$ cat config.mk
export PLATFORM = sky130hd
export DESIGN_NAME = univ_shift_reg_flat
export DESIGN_NICKNAME = d
export VERILOG_FILES = /design/src/rtl/univ_shift_reg_if.sv /design/src/rtl/univ_shift_reg.sv /design/src/flat_wrapper.sv
export SDC_FILE = /design/constraint.sdc
export NUM_CORES = 1
export LEC_CHECK = 0
export CORE_MARGIN = 2
export CORE_UTILIZATION = 49
export CTS_CLUSTER_DIAMETER = 80
export DETAILED_ROUTE_END_ITERATION = 7
export PLACE_DENSITY_LB_ADDON = 0.12
export SLEW_MARGIN = 5
export SYNTH_ARGS = -nofsm -noshare
export SYNTH_HDL_FRONTEND = slang
export SYNTH_SLANG_ARGS = --single-unit
$ cat constraint.sdc
create_clock -name clk -period 3.9 [get_ports clk]
set_input_delay 0.78 -clock clk [delete_from_list [all_inputs] [get_ports clk]]
set_output_delay 0.78 -clock clk [all_outputs]
set_load 0.01 [all_outputs]
$ cat src/rtl/univ_shift_reg_if.sv
// Bundles the control, data and result signals of univ_shift_reg.
// The master drives the operation; the slave (the register) returns its state.
interface univ_shift_reg_if #(
    parameter int unsigned WIDTH = 8
);
    logic             e;
    logic [2:0]       mode;
    logic [WIDTH-1:0] d;
    logic             sin_l;
    logic             sin_r;
    logic [WIDTH-1:0] q;
    logic [WIDTH-1:0] qbar;
    logic             cout;
    logic             zero;

    modport master (
        output e, mode, d, sin_l, sin_r,
        input  q, qbar, cout, zero
    );

    modport slave (
        input  e, mode, d, sin_l, sin_r,
        output q, qbar, cout, zero
    );
endinterface

$ cat src/rtl/univ_shift_reg.sv
// Multi-mode WIDTH-bit register: hold, load, shift, rotate, increment and
// decrement, with a registered carry/shift-out flag and complementary outputs.
module univ_shift_reg #(
    parameter int unsigned     WIDTH     = 8,
    parameter logic [WIDTH-1:0] RESET_VAL = '0
) (
    input logic              clk,
    input logic              r,
    univ_shift_reg_if.slave  bus
);

    typedef enum logic [2:0] {
        ModeHold = 3'b000,
        ModeLoad = 3'b001,
        ModeShl  = 3'b010,
        ModeShr  = 3'b011,
        ModeRol  = 3'b100,
        ModeRor  = 3'b101,
        ModeInc  = 3'b110,
        ModeDec  = 3'b111
    } mode_e;

    logic [WIDTH-1:0] q_q, q_d;
    logic             cout_q, cout_d;
    mode_e            mode;

    assign mode = mode_e'(bus.mode);

    // Next-state selection; disabled cycles fall through to hold.
    always_comb begin
        q_d    = q_q;
        cout_d = cout_q;
        if (bus.e) begin
            unique case (mode)
                ModeHold: begin
                    q_d    = q_q;
                    cout_d = cout_q;
                end
                ModeLoad: begin
                    q_d    = bus.d;
                    cout_d = 1'b0;
                end
                ModeShl: begin
                    q_d    = {q_q[WIDTH-2:0], bus.sin_l};
                    cout_d = q_q[WIDTH-1];
                end
                ModeShr: begin
                    q_d    = {bus.sin_r, q_q[WIDTH-1:1]};
                    cout_d = q_q[0];
                end
                ModeRol: begin
                    q_d    = {q_q[WIDTH-2:0], q_q[WIDTH-1]};
                    cout_d = q_q[WIDTH-1];
                end
                ModeRor: begin
                    q_d    = {q_q[0], q_q[WIDTH-1:1]};
                    cout_d = q_q[0];
                end
                ModeInc: begin
                    // Carry is the extra top bit of the widened sum.
                    {cout_d, q_d} = {1'b0, q_q} + {{WIDTH{1'b0}}, 1'b1};
                end
                ModeDec: begin
                    q_d    = q_q - {{(WIDTH-1){1'b0}}, 1'b1};
                    cout_d = (q_q == '0);
                end
            endcase
        end
    end

    // State register with synchronous active-low reset taking priority.
    always_ff @(posedge clk) begin
        if (!r) begin
            q_q    <= RESET_VAL;
            cout_q <= 1'b0;
        end else begin
            q_q    <= q_d;
            cout_q <= cout_d;
        end
    end

    assign bus.q    = q_q;
    assign bus.qbar = ~q_q;
    assign bus.cout = cout_q;
    assign bus.zero = (q_q == '0);

endmodule

$ cat src/flat_wrapper.sv
// flat-port wrapper written by rule: the top's interface ports become plain ports
module univ_shift_reg_flat 
#(
    parameter int unsigned     WIDTH     = 8,
    parameter logic [WIDTH-1:0] RESET_VAL = '0
)
  (clk, r, bus_e, bus_mode, bus_d, bus_sin_l, bus_sin_r, bus_q, bus_qbar, bus_cout, bus_zero);
  univ_shift_reg_if #(.WIDTH(WIDTH)) bus_i ();
  input logic clk;
  input logic r;
  input wire logic [$bits(bus_i.e)-1:0] bus_e;
  input wire logic [$bits(bus_i.mode)-1:0] bus_mode;
  input wire logic [$bits(bus_i.d)-1:0] bus_d;
  input wire logic [$bits(bus_i.sin_l)-1:0] bus_sin_l;
  input wire logic [$bits(bus_i.sin_r)-1:0] bus_sin_r;
  output wire logic [$bits(bus_i.q)-1:0] bus_q;
  output wire logic [$bits(bus_i.qbar)-1:0] bus_qbar;
  output wire logic [$bits(bus_i.cout)-1:0] bus_cout;
  output wire logic [$bits(bus_i.zero)-1:0] bus_zero;
  assign bus_i.e = bus_e;
  assign bus_i.mode = bus_mode;
  assign bus_i.d = bus_d;
  assign bus_i.sin_l = bus_sin_l;
  assign bus_i.sin_r = bus_sin_r;
  assign bus_q = bus_i.q;
  assign bus_qbar = bus_i.qbar;
  assign bus_cout = bus_i.cout;
  assign bus_zero = bus_i.zero;
  univ_shift_reg #(.WIDTH(WIDTH), .RESET_VAL(RESET_VAL)) u_core (.clk(clk), .r(r), .bus(bus_i));
endmodule
==> out/metrics.cfg <==
[status]
status = complete, no violations

[clock_network]
cts-buffers-inserted = 3
ctsHoldBuffers = 0
clkSinkCount = 9
post_cts_buffers = 0
clk_latency_ns = 0.28
cts_max_level = 1
clk_pin_slew_ns = 0.06
cts_tree = done
post_cts_resized = 0
cts-root-buf = clkbuf_4
clk_path_buf_depth = 2

[sta]
grt_setup_unrepaired = no
setup_viol = 0
tns_ns = 0
finalHoldViolations = 0
slew_viol_final = 0
min_period_ns = 2.93
fmax_mhz = 341
relSlewSlack_pct = 59.7
skew_ns = 0.0164
tightest_slew_ns = 0.603
fin_crit_sh_pct = 75.1

[hold_path]
hold_path.class = flip-flop to flip-flop

[floorplan]
die_y_um = 49.6
initial_utilization_pct = 52.0
num_rows = 16
core_um2 = 1960
dieArea_um2 = 2460
die_w_um = 49.6
io_pins = 34

[place]
hpwl_mm = 2.22
port_buffers = 33
routabilityCongestion = 0.962

[final_layout]
drive_above_1_share_pct = 7.06
layout_commonest_cell = clkdlybuf4s50_1
final_cell_mix = clkdlybuf4s50_1, nand2_1, o21ai_0, inv_1, a21oi_1
antenna_cells = 0
area_growth_pct = 30.3
final_nets = 189

[setup_path]
cp.required_ns = 3.12
ff2ff_setup_slack_ns = 1.96
crit_type = flip-flop to output port
critPathCaptureType = output port
cp_max_fo = 11
cp.arrival_ns = 2.15
worstSetupStartpointType = flip-flop

[routing]
ant_nets = 0
vias = 1214
wl_per_cell_um = 15.2
viasPerCell = 6.16
drc = 0
totalWireLength_mm = 3.00
drt_iter0_drc = 64
dr.pass1.iters = 5

[synthesis]
synth.top_cell.area_share_pct = 17.7
ys_seq_area_share_pct = 17.7
ys_seq_elements = 9
syn_area_per_cell_um2 = 7.03
yosys_warnings = 0
synth-edff-count = 0
async_flop_share_pct = 0
synthFlopType = dfxtp_1
synth.distinct_cells = 50
syn-num-nets = 163
synth_cells = 145
synth_area_leaders = dfxtp_1, nand2_1, o21ai_0
yosys.area.top_type = dfxtp_1
netlist_area_um2 = 1020

[global_route]
gr-usage-all-layers_pct = 25.3
grt_overflow = 0
grt_pass1_vias = 1055
grt_antenna_before_repair = 0
grt_pass1_wl_mm = 4.89
grt_max_degree = 19

[run]
maxCapViolations = 0

[pwr]
ir_worst_vdd_mv = 0.204
pwr_density_cell_nw_per_um2 = 262
p_leak_nw = 0.451
p_total_mw = 0.348

==> stage by stage <==
stage	utilization [%]	worst slack, ns	hold slack, ns	cell area, µm²	cells
after floorplan	-	1.81	0.481	1020	145
after global placement	66.4	1.16	0.445	1300	193
after detailed placement	66.4	1.13	0.456	1300	193
after CTS	67.7	0.948	0.465	1330	197
after global routing	67.7	0.802	0.483	1330	197
final	67.7	0.971	0.459	1330	197
==> worst paths after layout <==
kind,startpoint,end,cells after the start
worst max-delay path,u_core.bus.q[0],bus_zero,6
worst min register to register,u_core.bus.cout,u_core.bus.cout,2
worst max register to register,u_core.bus.q[0],u_core.bus.cout,6
worst min-delay path,u_core.bus.cout,u_core.bus.cout,2
==> synth_stat cells (2+ instances only) <==
cell,count
o211ai_1,2
o21ai_1,3
o22ai_1,2
clkbuf_1,2
o221ai_1,4
mux2i_1,2
or3_1,4
nor4_1,2
nand2_1,18
buf_4,3
o21ai_0,12
o31ai_1,2
nor2_1,9
dfxtp_1,9
buf_6,3
a22oi_1,2
inv_1,10
nand3_1,4
nor3_1,2
a31oi_1,5
xor2_1,2
ha_1,2
buf_2,4
xnor2_1,2
a21oi_1,10
==> area by class of cell <==
cell class                      count  area (µm²)
Inverter                           11        41.3
Tap cell                           27        33.8
Timing Repair Buffer               34         338
Fill cell                         191         633
Clock buffer                        4        26.3
Multi-Input combinational cell    112         709
Sequential cell                     9         180
==> where the power goes <==
| group | internal (mW) | total [mW] | leakage, nW | switching, mW |
|---|---|---|---|---|
| Clock | 0.0397 | 0.0820 | 0.0150 | 0.0423 |
| Combinational | 0.0754 | 0.148 | 0.362 | 0.0730 |
| Sequential | 0.0986 | 0.117 | 0.0738 | 0.0185 |
==> sequential cells by signal (all words and copies together) (netlist names) <==
signal           flops
u_core.bus.q         8
u_core.bus.cout      1
==> critical path, stage by stage (launching register included) <==
cell,delay [ns]
dfxtp_1,0.46
inv_1,0.14
ha_1,0.16
nor3b_2,0.29
nand2_1,0.16
nor2_1,0.12
clkdlybuf4s50_1,0.54
==> routing by layer <==
layer,part of all wire (%),vias to the layer above,track usage [%]
met3,7.7,12,4.55
met1,43,552,33.1
met4,3.5,0,11.6
li1,-,587,-
met2,46,63,40.0
met5,0,-,0
==> logic make-up (layout without fill, tap and decap cells) <==
kind of cell | count (synthesis) | count (layout) | share of synthesized area (%)
multiplexers | 2 | 2 | 1.96
AND/OR/NAND/NOR | 50 | 50 | 26.9
adder cells (fa/ha/maj) | 2 | 2 | 2.45
XOR/XNOR | 4 | 4 | 3.44
buffers and inverters | 24 | 49 | 12.8
AO/OA/AOI/OAI | 54 | 54 | 34.8
flip-flops | 9 | 9 | 17.7
Power figures use the tool's default switching activity.
